`src/rtl/mac_pkg.sv`:
```
// Shared constants and helpers for the vector multiply-accumulate block.
package mac_pkg;

  localparam int unsigned DW_DEF     = 8;
  localparam int unsigned LANES_DEF  = 4;
  localparam int unsigned AW_DEF     = 24;
  localparam int unsigned PIPE_DEPTH = 4;

  // Width of the signed sum of LANES full-precision DW x DW products.
  function automatic int unsigned sum_width(input int unsigned dw, input int unsigned lanes);
    return 2 * dw + $clog2(lanes);
  endfunction

endpackage

```
`src/rtl/mac_lane.sv`:
```
// One registered signed DW x DW multiplier lane.
module mac_lane
  import mac_pkg::*;
#(
  parameter int unsigned DW = DW_DEF
) (
  input  logic                   clk,
  input  logic                   rst_n,
  input  logic signed [DW-1:0]   a,
  input  logic signed [DW-1:0]   b,
  output logic signed [2*DW-1:0] p
);

  // Full-precision product register.
  always_ff @(posedge clk or negedge rst_n) begin
    if (!rst_n) p <= '0;
    else        p <= (2*DW)'(a) * (2*DW)'(b);
  end

endmodule

```
`src/rtl/mac_vec_acc.sv`:
```
// Pipelined LANES-wide dot-product accumulator.
// S1 input register, S2 lane products, S3 lane sum, S4 accumulator/result.
// Optional build macro MAC_VEC_ACC_SAT_EN: saturating accumulate with a
// sticky per-packet overflow flag; otherwise the accumulator wraps.
module mac_vec_acc
  import mac_pkg::*;
#(
  parameter int unsigned DW    = DW_DEF,
  parameter int unsigned LANES = LANES_DEF,
  parameter int unsigned AW    = AW_DEF
) (
  input  logic                    clk,
  input  logic                    rst_n,
  input  logic                    w_load,
  input  logic [LANES*DW-1:0]     w_in,
  input  logic                    x_valid,
  input  logic [LANES*DW-1:0]     x_in,
  input  logic                    x_last,
  input  logic                    clr,
  output logic signed [AW-1:0]    acc_out,
  output logic                    acc_valid,
  output logic                    ovf,
  output logic                    busy
);

  localparam int unsigned VW = LANES * DW;
  localparam int unsigned PW = 2 * DW;
  localparam int unsigned SW = sum_width(DW, LANES);

  logic [VW-1:0]        w_reg;
  logic [VW-1:0]        s1_x, s1_w;
  logic                 s1_valid, s1_last;
  logic [LANES*PW-1:0]  s2_p;
  logic                 s2_valid, s2_last;
  logic signed [SW-1:0] lane_sum, s3_sum;
  logic                 s3_valid, s3_last;
  logic signed [AW-1:0] acc, acc_nxt;
  logic signed [AW:0]   acc_base, acc_wide;
  logic                 open_pkt;
  logic                 busy_nxt;

  // Weight register; a beat in the same cycle snapshots the old value in S1.
  always_ff @(posedge clk or negedge rst_n) begin
    if (!rst_n)      w_reg <= '0;
    else if (w_load) w_reg <= w_in;
  end

  // S1: capture the beat together with the weights it must use.
  always_ff @(posedge clk or negedge rst_n) begin
    if (!rst_n) begin
      s1_valid <= 1'b0;
      s1_last  <= 1'b0;
      s1_x     <= '0;
      s1_w     <= '0;
    end else begin
      s1_valid <= x_valid & ~clr;
      if (x_valid) begin
        s1_x    <= x_in;
        s1_w    <= w_reg;
        s1_last <= x_last;
      end
    end
  end

  // S2: one registered multiplier per lane.
  for (genvar g = 0; g < LANES; g++) begin : g_lane
    mac_lane #(.DW(DW)) u_lane (
      .clk   (clk),
      .rst_n (rst_n),
      .a     (s1_x[g*DW +: DW]),
      .b     (s1_w[g*DW +: DW]),
      .p     (s2_p[g*PW +: PW])
    );
  end

  // S2 control bits travel alongside the lane products.
  always_ff @(posedge clk or negedge rst_n) begin
    if (!rst_n) begin
      s2_valid <= 1'b0;
      s2_last  <= 1'b0;
    end else begin
      s2_valid <= s1_valid & ~clr;
      s2_last  <= s1_last;
    end
  end

  // Adder tree over sign-extended lane products.
  always_comb begin
    lane_sum = '0;
    for (int i = 0; i < LANES; i++) begin
      lane_sum = lane_sum + SW'($signed(s2_p[i*PW +: PW]));
    end
  end

  // S3: registered lane sum.
  always_ff @(posedge clk or negedge rst_n) begin
    if (!rst_n) begin
      s3_valid <= 1'b0;
      s3_last  <= 1'b0;
      s3_sum   <= '0;
    end else begin
      s3_valid <= s2_valid & ~clr;
      s3_last  <= s2_last;
      s3_sum   <= lane_sum;
    end
  end

`ifdef MAC_VEC_ACC_SAT_EN
  logic sticky, sticky_nxt, clamp;
`endif

  // Next accumulator value: restart on packet open, optional clamp.
  always_comb begin
    acc_base = open_pkt ? (AW+1)'(acc) : '0;
    acc_wide = acc_base + (AW+1)'(s3_sum);
    acc_nxt  = acc_wide[AW-1:0];
`ifdef MAC_VEC_ACC_SAT_EN
    clamp = acc_wide[AW] != acc_wide[AW-1];
    if (clamp) acc_nxt = {acc_wide[AW], {(AW-1){~acc_wide[AW]}}};
    sticky_nxt = (open_pkt & sticky) | clamp;
`endif
  end

  // S4: accumulator, packet-open flag and result strobe.
  always_ff @(posedge clk or negedge rst_n) begin
    if (!rst_n) begin
      acc       <= '0;
      open_pkt  <= 1'b0;
      acc_out   <= '0;
      acc_valid <= 1'b0;
    end else if (clr) begin
      acc       <= '0;
      open_pkt  <= 1'b0;
      acc_valid <= 1'b0;
    end else begin
      acc_valid <= s3_valid & s3_last;
      if (s3_valid) begin
        acc      <= acc_nxt;
        open_pkt <= ~s3_last;
        if (s3_last) acc_out <= acc_nxt;
      end
    end
  end

`ifdef MAC_VEC_ACC_SAT_EN
  // Sticky per-packet clamp flag, published with the result.
  always_ff @(posedge clk or negedge rst_n) begin
    if (!rst_n) begin
      sticky <= 1'b0;
      ovf    <= 1'b0;
    end else if (clr) begin
      sticky <= 1'b0;
    end else if (s3_valid) begin
      sticky <= sticky_nxt;
      if (s3_last) ovf <= sticky_nxt;
    end
  end
`else
  assign ovf = 1'b0;
`endif

  // Registered busy: next-cycle view of the stage valids and open packet.
  always_comb begin
    busy_nxt = ~clr & (x_valid | s1_valid | s2_valid |
                       (s3_valid ? ~s3_last : open_pkt));
  end

  // Busy flag register.
  always_ff @(posedge clk or negedge rst_n) begin
    if (!rst_n) busy <= 1'b0;
    else        busy <= busy_nxt;
  end

endmodule

```
`config.mk`:
```
export PLATFORM = sky130hd
export DESIGN_NAME = mac_vec_acc
export DESIGN_NICKNAME = d
export VERILOG_FILES = /design/src/rtl/mac_pkg.sv /design/src/rtl/mac_lane.sv /design/src/rtl/mac_vec_acc.sv
export SDC_FILE = /design/constraint.sdc
export NUM_CORES = 1
export LEC_CHECK = 0
export ABC_AREA = 1
export BUFFER_PORTS_ARGS = -buffer_cell sky130_fd_sc_hd__buf_2
export CORE_MARGIN = 5
export CORE_UTILIZATION = 55
export DETAILED_ROUTE_END_ITERATION = 6
export PLACE_DENSITY = 0.72
export SYNTH_ARGS = -nofsm -noshare
export SYNTH_HDL_FRONTEND = slang
export SYNTH_SLANG_ARGS = --single-unit
```
`constraint.sdc`:
```
create_clock -name clk -period 9.8 [get_ports clk]
set_input_delay 0.98 -clock clk [delete_from_list [all_inputs] [get_ports clk]]
set_output_delay 0.98 -clock clk [all_outputs]
set_load 0.01 [all_outputs]
```
==> flow_metrics.env, run 1 <==
export IMPL_setup_tns_ns=0
export IMPL_leakagePower_nw=13.80
export IMPL_cts_tree="yes"
export IMPL_yosysSeqAreaShare=0.2720
export IMPL_cts_setup_buffers=0
export IMPL_period_needed_ns=4.362
export IMPL_fin_skew_ns=0.009886
export IMPL_insertion_delay_ns=0.56
export IMPL_vias_per_cell=4.944
export IMPL_synth_nets=3181
export IMPL_crit_type="flip-flop to flip-flop"
export IMPL_fillers=3469
export IMPL_die_w_um=208.3
export IMPL_ir_drop_mv=0.2919
export IMPL_grt_overflow_total=0
export IMPL_post_route_util=0.6016
export IMPL_min_to="s2_last"
export IMPL_async_flop_share=1.000
export IMPL_h_tree_depth=1
export IMPL_yosys_top_cells_count="779 x nand2_1, 683 x inv_1, 254 x fa_1"
export IMPL_fin_crit_sh=0.4451
export IMPL_fmax_mhz=229.3
export IMPL_postSynthCellCount=2701
export IMPL_syn_area_um2=21620
export IMPL_r2r_end="g_lane[0].u_lane.p[12]"
export IMPL_largest_reg_flops=64
export IMPL_cts_made_buffers=28
export IMPL_final_layout_size_suffix_gt1_frac=0.05946
export IMPL_worstSetupEndpointType="flip-flop"
export IMPL_antenna_found_initial=0
export IMPL_dp_hpwl_mm=38.02
export IMPL_power_per_cell_area_nw_per_um2=328.3
export IMPL_finalSetupViolations=0
export IMPL_ant_nets=0
export IMPL_dpl_cell_area_um2=22440
export IMPL_yosys_cell_count_top_type="nand2_1"
export IMPL_track_usage=0.2260
export IMPL_boundaryPins=97
export IMPL_place_congestion=0.9226
export IMPL_cts_root_buf="clkbuf_16"
export IMPL_r2r_setup_slack_ns=5.44
export IMPL_synthToLayoutAreaGrowth_pct=7.790
export IMPL_grt_pass1_vias=17150
export IMPL_clk_pin_slew_ns=0.06
export IMPL_slew_headroom=0.3482
export IMPL_start_util=0.5581
export IMPL_required_ns=10.26
export IMPL_core_area_um2=38740
export IMPL_num_antenna_cells=0
export IMPL_synth_seq_cells=235
export IMPL_status="finished, final reports clean"
export IMPL_synth_top_area_frac=0.2720
export IMPL_drtIter0Drc=978
export IMPL_routed_wl_mm=47.40
export IMPL_synth_top_area_cell="dfrtp_1"
export IMPL_critPathArrivalTime_ns=4.82
export IMPL_yosys_warnings=0
export IMPL_nets=3217
export IMPL_die_h_um=208.3
export IMPL_cts_resized=0
export IMPL_syn_area_per_cell_um2=8.005
export IMPL_grt_max_degree=158
export IMPL_r2r_worst_path_cells=17
export IMPL_rows=72
export IMPL_maxSlewViolCount=0
export IMPL_synthTopCellsByArea="dfrtp_1 27%, fa_1 24%, nand2_1 14%"
export IMPL_synth_flop_cell="dfrtp_1"
export IMPL_synth_enable_flop_cells=0
export IMPL_max_stage_delay_ns=0.54
export IMPL_r2r_start="s1_w[0]"
export IMPL_routedWlPerCell_um=14.47
export IMPL_holdPathStages=0
export IMPL_worst_setup_path_start_kind="flip-flop"
export IMPL_io_buffers=95
export IMPL_path_max_fanout=9
export IMPL_path_cells="nand2_1 -> inv_1 -> fa_1 -> inv_1 -> fa_1 -> inv_1 -> fa_1 -> inv_1 -> fa_1 -> inv_1 -> ha_1 -> a21oi_1 -> o21ai_0 -> nor2_1 -> nor2_1 -> nor2_1 -> xor2_1"
export IMPL_clkSinkCount=235
export IMPL_grt_first_pass_wirelength_mm=82.46
export IMPL_cts_hold_buf=0
export IMPL_crit_slowest_cell="dfrtp_1"
export IMPL_drc=0
export IMPL_hold_class="flip-flop to flip-flop"
export IMPL_synth_cell_types=37
export IMPL_drt_pass1_iter_count=5
export IMPL_finalHoldViolations=0
export IMPL_maxCapViolCount=0
export IMPL_fin_area_um2=23300
export IMPL_largest_register="g_lane.u_lane.p"
export IMPL_vias=16200
export IMPL_cpMostUsedCell="inv_1"
export IMPL_timing_worst_slew_pin_value_ns=0.9776
export IMPL_die_area_um2=43380
export IMPL_hp_start="s1_last"
export IMPL_clock_path_buffers=3
export IMPL_rsz0062_at_grt="no"
==> kinds of logic (layout without fill, tap and decap cells) <==
kind of cell,Yosys count,after routing,synth area share
AO/OA/AOI/OAI,194,194,0.04780
XOR/XNOR,75,75,0.03038
adder cells (fa/ha/maj),410,410,0.3255
buffers and inverters,777,834,0.1356
flip-flops,235,235,0.2720
multiplexers,4,4,0.002083
other,1,1,0.0001734
AND/OR/NAND/NOR,1005,1005,0.1865
==> worst max-delay path, delay by kind of cell, from the launching register on <==
kind,cells,cell delay [ns]
AO/OA/AOI/OAI,2,0.36
buffers and inverters,5,0.29
adder cells (fa/ha/maj),5,2.35
flip-flops,1,0.54
AND/OR/NAND/NOR,4,0.52
XOR/XNOR,1,0.21
==> worst max path at each step <==
stage	cells past startpoint	end	from	slack (ns)
after floorplan	16	g_lane[1].u_lane.p[15]	s1_w[10]	5.80
after global placement	17	g_lane[0].u_lane.p[12]	s1_w[0]	5.48
after detailed placement	17	g_lane[0].u_lane.p[12]	s1_w[0]	5.46
after CTS	17	g_lane[0].u_lane.p[12]	s1_x[5]	5.43
after global routing	17	g_lane[0].u_lane.p[12]	s1_w[0]	5.17
final	17	g_lane[0].u_lane.p[12]	s1_w[0]	5.44
==> layout by cell type, fill, tap and decap left out, types with 14 or more instances in the layout <==
cell,n
inv_1,682
nor2_1,87
xnor2_1,35
a21oi_1,60
ha_1,156
fa_1,254
nand3_1,85
dfrtp_1,235
o21ai_0,109
nand3b_1,14
xor2_1,40
buf_2,94
nand2_1,779
clkbuf_16,29
==> report_power, final <==
group	leakage [nW]	internal, mW	switching, mW
logic	10.5	2.01	3.13
registers	2.91	1.29	0.232
clock network	0.425	0.572	0.412
==> stage by stage <==
stage | cells | worst slack (ns) | hold slack (ns) | total power, mW
2_1_floorplan | 2701 | 5.798 | 0.3312 | 5.428
3_3_place_gp | 3225 | 5.481 | 0.3682 | 6.559
3_5_place_dp | 3225 | 5.459 | 0.3727 | 6.680
4_1_cts | 3276 | 5.432 | 0.3855 | 7.717
5_1_grt | 3276 | 5.172 | 0.4160 | 8.535
6_report | 3276 | 5.438 | 0.3875 | 7.651
==> cell type report <==
class | count | area [um2] | area share
clock buffer | 42 | 814.5 | 0.03495
clock inverter | 9 | 53.80 | 0.002309
inverter | 683 | 2564 | 0.1100
multi-input combinational | 1689 | 12810 | 0.5496
sequential | 235 | 5881 | 0.2523
tap | 518 | 648.1 | 0.02781
timing repair buffer | 100 | 535.5 | 0.02298
==> metal layers <==
layer	global-route usage	vias to the layer above	wire (um)
met5	0	-	0
met4	0.05187	0	1133
met3	0.02817	72	1899
met2	0.3906	327	22860
met1	0.3080	7816	21510
li1	-	7980	-
No activity file was read; power rests on OpenSTA's default activity.
==> run 2: changes to the inputs <==
ABC_AREA = 0   (was 1)
PLACE_DENSITY = 0.75   (was 0.72)
clock period = 3.6 ns   (was 9.8 ns; I/O delays follow)
==> run 2 against run 1 <==
Net effect:
- the flow now finishes with violations (negative setup slack)
- synthesized cell count decreased by 27%
- core utilization up 9.9 points
- global-route usage up 0.64 points
- synthesized area down 4.1%
- sequential share of layout area fell by 2.7 points
- maximum frequency is 3.0% higher
- cell count down 13%
- routed wire length rose by 2.4%
- flip-flop and latch count unchanged
- highest routed layer unchanged
==> flow_metrics.env, run 2 <==
export IMPL_clock_path_buffers=3
export IMPL_crit_slowest_cell="fa_1"
export IMPL_largest_reg_flops=64
export IMPL_insertion_delay_ns=0.57
export IMPL_worst_setup_path_start_kind="flip-flop"
export IMPL_boundaryPins=97
export IMPL_io_buffers=95
export IMPL_place_congestion=0.8857
export IMPL_grt_overflow_total=0
export IMPL_nets=2810
export IMPL_finalHoldViolations=0
export IMPL_synth_enable_flop_cells=0
export IMPL_synth_top_area_cell="dfrtp_1"
export IMPL_yosys_warnings=0
export IMPL_finalSetupViolations=34
export IMPL_synthTopCellsByArea="dfrtp_1 28%, fa_1 25%, ha_1 9.4%"
export IMPL_num_antenna_cells=0
export IMPL_yosys_top_cells_count="341 x inv_1, 254 x fa_1, 235 x dfrtp_1"
export IMPL_status="finished, violations left"
export IMPL_die_w_um=204.1
export IMPL_post_synth_fa_ha_maj_area_fraction=0.3394
export IMPL_ant_nets=0
export IMPL_cts_tree="yes"
export IMPL_fin_skew_ns=0.02794
export IMPL_routed_wl_mm=48.55
export IMPL_vias=14940
export IMPL_largest_register="g_lane.u_lane.p"
export IMPL_fmax_mhz=236.0
export IMPL_timing_worst_slew_pin_value_ns=0.9323
export IMPL_synth_top_family_by_area="adder cells"
export IMPL_final_cell_mix="291 x inv_1, 237 x fa_1, 218 x buf_4"
export IMPL_track_usage=0.2324
export IMPL_crit_type="flip-flop to flip-flop"
export IMPL_final_layout_size_suffix_gt1_frac=0.3433
export IMPL_setup_ws_ns=-0.6366
export IMPL_path_max_fanout=7
export IMPL_path_cells="buf_6 -> nand2_4 -> inv_2 -> fa_1 -> inv_2 -> buf_4 -> fa_1 -> fa_1 -> inv_2 -> fa_1 -> ha_1 -> inv_1 -> nor4_1 -> a211oi_1 -> o211ai_1"
export IMPL_clk_pin_slew_ns=0.06
export IMPL_start_util=0.5543
export IMPL_vias_per_cell=5.220
export IMPL_fillers=2544
export IMPL_rsz0062_at_grt="yes"
export IMPL_fin_crit_sh=1.177
export IMPL_drc=0
export IMPL_synthToLayoutAreaGrowth_pct=26.39
export IMPL_antenna_found_initial=0
export IMPL_period_needed_ns=4.237
export IMPL_cpMostUsedCell="fa_1"
export IMPL_postSynthCellCount=1960
export IMPL_synth_compound_gate_area_share=0.06802
export IMPL_grt_pass1_vias=16470
export IMPL_core_area_um2=37400
export IMPL_syn_area_per_cell_um2=10.58
export IMPL_synth_seq_cells=235
export IMPL_muxShareOfSynthArea=0.06277
export IMPL_dp_hpwl_mm=35.60
export IMPL_slew_headroom=0.3785
export IMPL_synth_top_area_frac=0.2837
export IMPL_cts_made_buffers=28
export IMPL_drtIter0Drc=559
export IMPL_grt_first_pass_wirelength_mm=80.14
export IMPL_clkSinkCount=235
export IMPL_critPathArrivalTime_ns=4.64
export IMPL_maxSlewViolCount=0
export IMPL_cts_root_buf="clkbuf_16"
export IMPL_layout_commonest_cell="inv_1"
export IMPL_grt_max_degree=89
export IMPL_die_h_um=204.1
export IMPL_maxCapViolCount=0
export IMPL_synth_flop_cell="dfrtp_1"
export IMPL_layoutNonFillerInstCount=2862
export IMPL_max_stage_delay_ns=0.56
export IMPL_async_flop_share=1.000
export IMPL_place_inst=2734
export IMPL_drt_pass1_iter_count=4
export IMPL_synth_cell_types=80
export IMPL_rows=71
export IMPL_synth_nets=2440
export IMPL_hold_class="input pin to flip-flop"
export IMPL_routedWlPerCell_um=16.96
export IMPL_yosys_cell_count_top_type="inv_1"
export IMPL_violations="negative setup slack"
export IMPL_required_ns=4.00
export IMPL_synthSimpleGateAreaFrac=0.1358
export IMPL_h_tree_depth=1
export IMPL_yosysSeqAreaShare=0.2837
export IMPL_syn_area_um2=20730
export IMPL_die_area_um2=41680
export IMPL_worstSetupEndpointType="flip-flop"
export IMPL_synthXorXnorAreaFrac=0.03676
## run 2: changes by cell type in the layout (fill, tap and decap cells not counted), moves of 50 or more
cell	previous run	this run
nand2_1	779	110
mux2_2	4	104
and2_1	0	150
inv_1	682	291
nand3_1	85	14
o21ai_0	109	34
buf_4	4	218
ha_1	156	106
## run 2: cell families after synthesis
group,count (synthesis)
flip-flops,235
AND/OR/NAND/NOR,520
adder cells (fa/ha/maj),410
AO/OA/AOI/OAI,209
XOR/XNOR,87
buffers and inverters,381
multiplexers,117
other,1
## run 2: final timing paths
check / from / endpoint / slack (ns) / depth (start not counted)
hold / removal: x_in[25] / s1_x[25] / 0.02 / 2
max in group asynchronous: rst_n / g_lane[0].u_lane.p[2] / 2.17 / 3
setup / recovery: s1_w[18] / g_lane[2].u_lane.p[14] / -0.64 / 15
min in group asynchronous: rst_n / acc_out[2] / 0.38 / 2
hold reg to reg: s2_last / s3_last / 0.35 / 0
setup reg to reg: s1_w[18] / g_lane[2].u_lane.p[14] / -0.64 / 15
## run 2: critical path: cells and delay by family (launching register included)
kind | cells | cell delay, ns
AO/OA/AOI/OAI | 2 | 0.48
flip-flops | 1 | 0.46
AND/OR/NAND/NOR | 2 | 0.14
buffers and inverters | 6 | 0.61
adder cells (fa/ha/maj) | 5 | 2.40
## run 2: stage by stage
| stage | setup TNS [ns] | hold slack, ns | util | area (um2) | worst slack (ns) |
|---|---|---|---|---|---|
| 4_1_cts | -9.081 | 0.0002646 | 0.6844 | 25600 | -0.5006 |
| 3_5_place_dp | -11.91 | 0.3396 | 0.6247 | 23360 | -0.6309 |
| 3_3_place_gp | -9.364 | 0.3435 | 0.6247 | 23360 | -0.5118 |
| 6_report | -11.16 | 0.02083 | 0.7006 | 26200 | -0.6366 |
| 2_1_floorplan | -4.579 | 0.06441 | - | 20940 | -0.4342 |
| 5_1_grt | -15.51 | 0.004709 | 0.7006 | 26200 | -0.7803 |
## run 2: cell type report
cell class,count,area [um2],area share
sequential,235,5917,0.2258
inverter,342,1286,0.04909
clock buffer,36,780.7,0.02980
tap,511,639.4,0.02440
clock inverter,15,205.2,0.007832
timing repair buffer,379,2858,0.1091
multi-input combinational,1344,14520,0.5540
## run 2: per-layer routing
metal,vias to the layer above,track usage,share of wire
met5,-,0,0
met3,109,0.02904,0.034
met1,7523,0.3049,0.42
li1,6996,-,-
met4,0,0.06269,0.035
met2,312,0.4107,0.51
## run 2: timing repair
action                     in CTS  in global routing
pin swaps                     117                100
hold endpoints to repair      102                  0
setup endpoints to repair      32                 39
setup buffers                  42                 26
hold buffers                   18                  0
gates resized for setup       188                121
Power of run 2 is left out: the tool's default activity adds up to more than one toggle a clock period on the data nets, which glitch-free logic cannot reach.
==> run 3: changes to the inputs <==
PLACE_DENSITY = unset   (was 0.75)
PLACE_DENSITY_LB_ADDON = 0.1   (was unset)
==> run 3 against run 2 <==
Net effect:
- the run still ends with negative setup slack left
- register-to-register slack improved by 0.12 ns
- non-clock buffer count shrank 25
- cell count fell by 0.91%
- routed wire length decreased by 7.9%
- via count decreased by 3.4%
- setup slack better by 0.12 ns
- clock skew fell by 0.020 ns
- design area fell by 1.4%
- core utilization down 0.96 points
- clock-buffer cell count grew 1
- flip-flop and latch count is the same
- first-iteration DRC count down 18%
==> flow_metrics.env, run 3 (synthesized netlist as in run 2, its figures left out) <==
export IMPL_place_congestion=0.8627
export IMPL_maxSlewViolCount=0
export IMPL_holdPathStages=2
export IMPL_clock_path_buffers=3
export IMPL_boundaryPins=97
export IMPL_clk_pin_slew_ns=0.06
export IMPL_antenna_found_initial=0
export IMPL_place_inst=2736
export IMPL_final_layout_size_suffix_gt1_frac=0.3320
export IMPL_layoutNonFillerInstCount=2836
export IMPL_slew_headroom=0.3466
export IMPL_period_needed_ns=4.120
export IMPL_r2r_start="s1_w[10]"
export IMPL_num_antenna_cells=0
export IMPL_die_w_um=204.1
export IMPL_dp_hpwl_mm=34.46
export IMPL_post_route_util=0.6910
export IMPL_io_buffers=95
export IMPL_finalHoldViolations=0
export IMPL_path_cells="and2_4 -> fa_1 -> inv_2 -> fa_1 -> inv_1 -> fa_1 -> inv_2 -> fa_1 -> inv_2 -> ha_4 -> o21ai_4 -> a21boi_2 -> o21ai_2 -> a21oi_2 -> or4_1 -> o211ai_1"
export IMPL_fillers=2854
export IMPL_r2r_setup_slack_ns=-0.52
export IMPL_grt_max_degree=98
export IMPL_status="finished, violations left"
export IMPL_grt_pass1_vias=15700
export IMPL_routedWlPerCell_um=15.77
export IMPL_dpl_cell_area_um2=23390
export IMPL_fin_area_um2=25840
export IMPL_max_stage_delay_ns=0.54
export IMPL_h_tree_depth=1
export IMPL_die_h_um=204.1
export IMPL_path_max_fanout=6
export IMPL_crit_slowest_cell="fa_1"
export IMPL_fmax_mhz=242.7
export IMPL_vias_per_cell=5.090
export IMPL_insertion_delay_ns=0.56
export IMPL_final_cell_mix="295 x inv_1, 231 x fa_1, 213 x buf_4"
export IMPL_worst_setup_path_start_kind="flip-flop"
export IMPL_ant_nets=0
export IMPL_drt_pass1_iter_count=4
export IMPL_finalSetupViolations=31
export IMPL_cpMostUsedCell="fa_1"
export IMPL_drtIter0Drc=460
export IMPL_timing_worst_slew_pin_value_ns=0.9800
export IMPL_violations="negative setup slack"
export IMPL_cts_made_buffers=28
export IMPL_critPathArrivalTime_ns=4.58
export IMPL_final_seq_area_um2=5917
export IMPL_routed_wl_mm=44.71
export IMPL_track_usage=0.2225
export IMPL_grt_overflow_total=0
export IMPL_cts_tree="yes"
export IMPL_crit_type="flip-flop to flip-flop"
export IMPL_dr_wl_met2_mm=21.99
export IMPL_m1WireLength_mm=20.27
export IMPL_vias=14440
export IMPL_r2r_end="g_lane[1].u_lane.p[14]"
export IMPL_grt_first_pass_wirelength_mm=76.53
export IMPL_clkSinkCount=235
export IMPL_worstSetupEndpointType="flip-flop"
export IMPL_cts_root_buf="clkbuf_16"
export IMPL_maxCapViolCount=0
export IMPL_r2r_worst_path_cells=16
export IMPL_core_area_um2=37400
export IMPL_rsz0062_at_grt="yes"
export IMPL_rows=71
export IMPL_top_layer_used="met4"
export IMPL_fin_skew_ns=0.007571
export IMPL_min_to="s1_x[31]"
export IMPL_multi_input_area_um2=14400
export IMPL_holdWs_ns=0.03516
export IMPL_layout_commonest_cell="inv_1"
export IMPL_nets=2785
export IMPL_synthToLayoutAreaGrowth_pct=24.66
export IMPL_largest_register="g_lane.u_lane.p"
export IMPL_hp_start="x_in[31]"
export IMPL_fin_crit_sh=1.145
export IMPL_setup_ws_ns=-0.5202
export IMPL_dr_wl_met3_mm=1.521
export IMPL_hold_class="input pin to flip-flop"
export IMPL_start_util=0.5543
export IMPL_required_ns=4.06
export IMPL_die_area_um2=41680
export IMPL_largest_reg_flops=64
export IMPL_drc=0
-- run 3: layout make-up --
class	instances	area share
Inverter	342	0.04967
Sequential cell	235	0.2290
Clock buffer	37	0.03079
Multi-Input combinational cell	1344	0.5573
Clock inverter	13	0.006875
Timing Repair Buffer	354	0.1017
Tap cell	511	0.02474
-- run 3: metal layers --
metal  GRT usage  up-vias
li1            -     6926
met1      0.3082     7246
met2      0.3803      205
met3     0.02634       58
met4     0.05121        0
met5           0        -
-- run 3: timing repair --
item | CTS | global route
buffers inserted | 31 | 26
endpoints found under the setup margin | 35 | 38
hold buffers | 5 | 0
gates resized for setup | 153 | 122
pin swaps | 104 | 87
hold endpoints to repair | 98 | 0
-- run 3: critical path, delay by kind of cell, from the launching register on --
family                     cells  cell delay [ns]
adders and majority gates      5             2.31
and+or+nand+nor                2             0.56
AOI/OAI and AO/OA              5             0.53
DFF                            1             0.44
buffers and inverters          4             0.18
-- run 3: metrics by stage --
| stage | setup TNS [ns] | setup WS, ns |
|---|---|---|
| final | -9.517 | -0.5202 |
| after detailed placement | -11.45 | -0.5915 |
| after global placement | -9.939 | -0.5151 |
| after global routing | -14.31 | -0.6740 |
| after floorplan | -4.579 | -0.4342 |
| after CTS | -8.791 | -0.4893 |
-- run 3: worst max path at each step --
stage | to | start | slack, ns | cells after the start
detailed placement | g_lane[2].u_lane.p[15] | s1_x[23] | -0.59 | 16
finish | g_lane[1].u_lane.p[14] | s1_w[10] | -0.52 | 16
CTS | g_lane[1].u_lane.p[14] | s1_w[10] | -0.49 | 16
global placement | g_lane[2].u_lane.p[15] | s1_x[23] | -0.52 | 16
global route | g_lane[0].u_lane.p[14] | s1_w[1] | -0.67 | 16
floorplan | g_lane[0].u_lane.p[14] | s1_x[7] | -0.43 | 17
Power of run 3 is left out for the same reason.
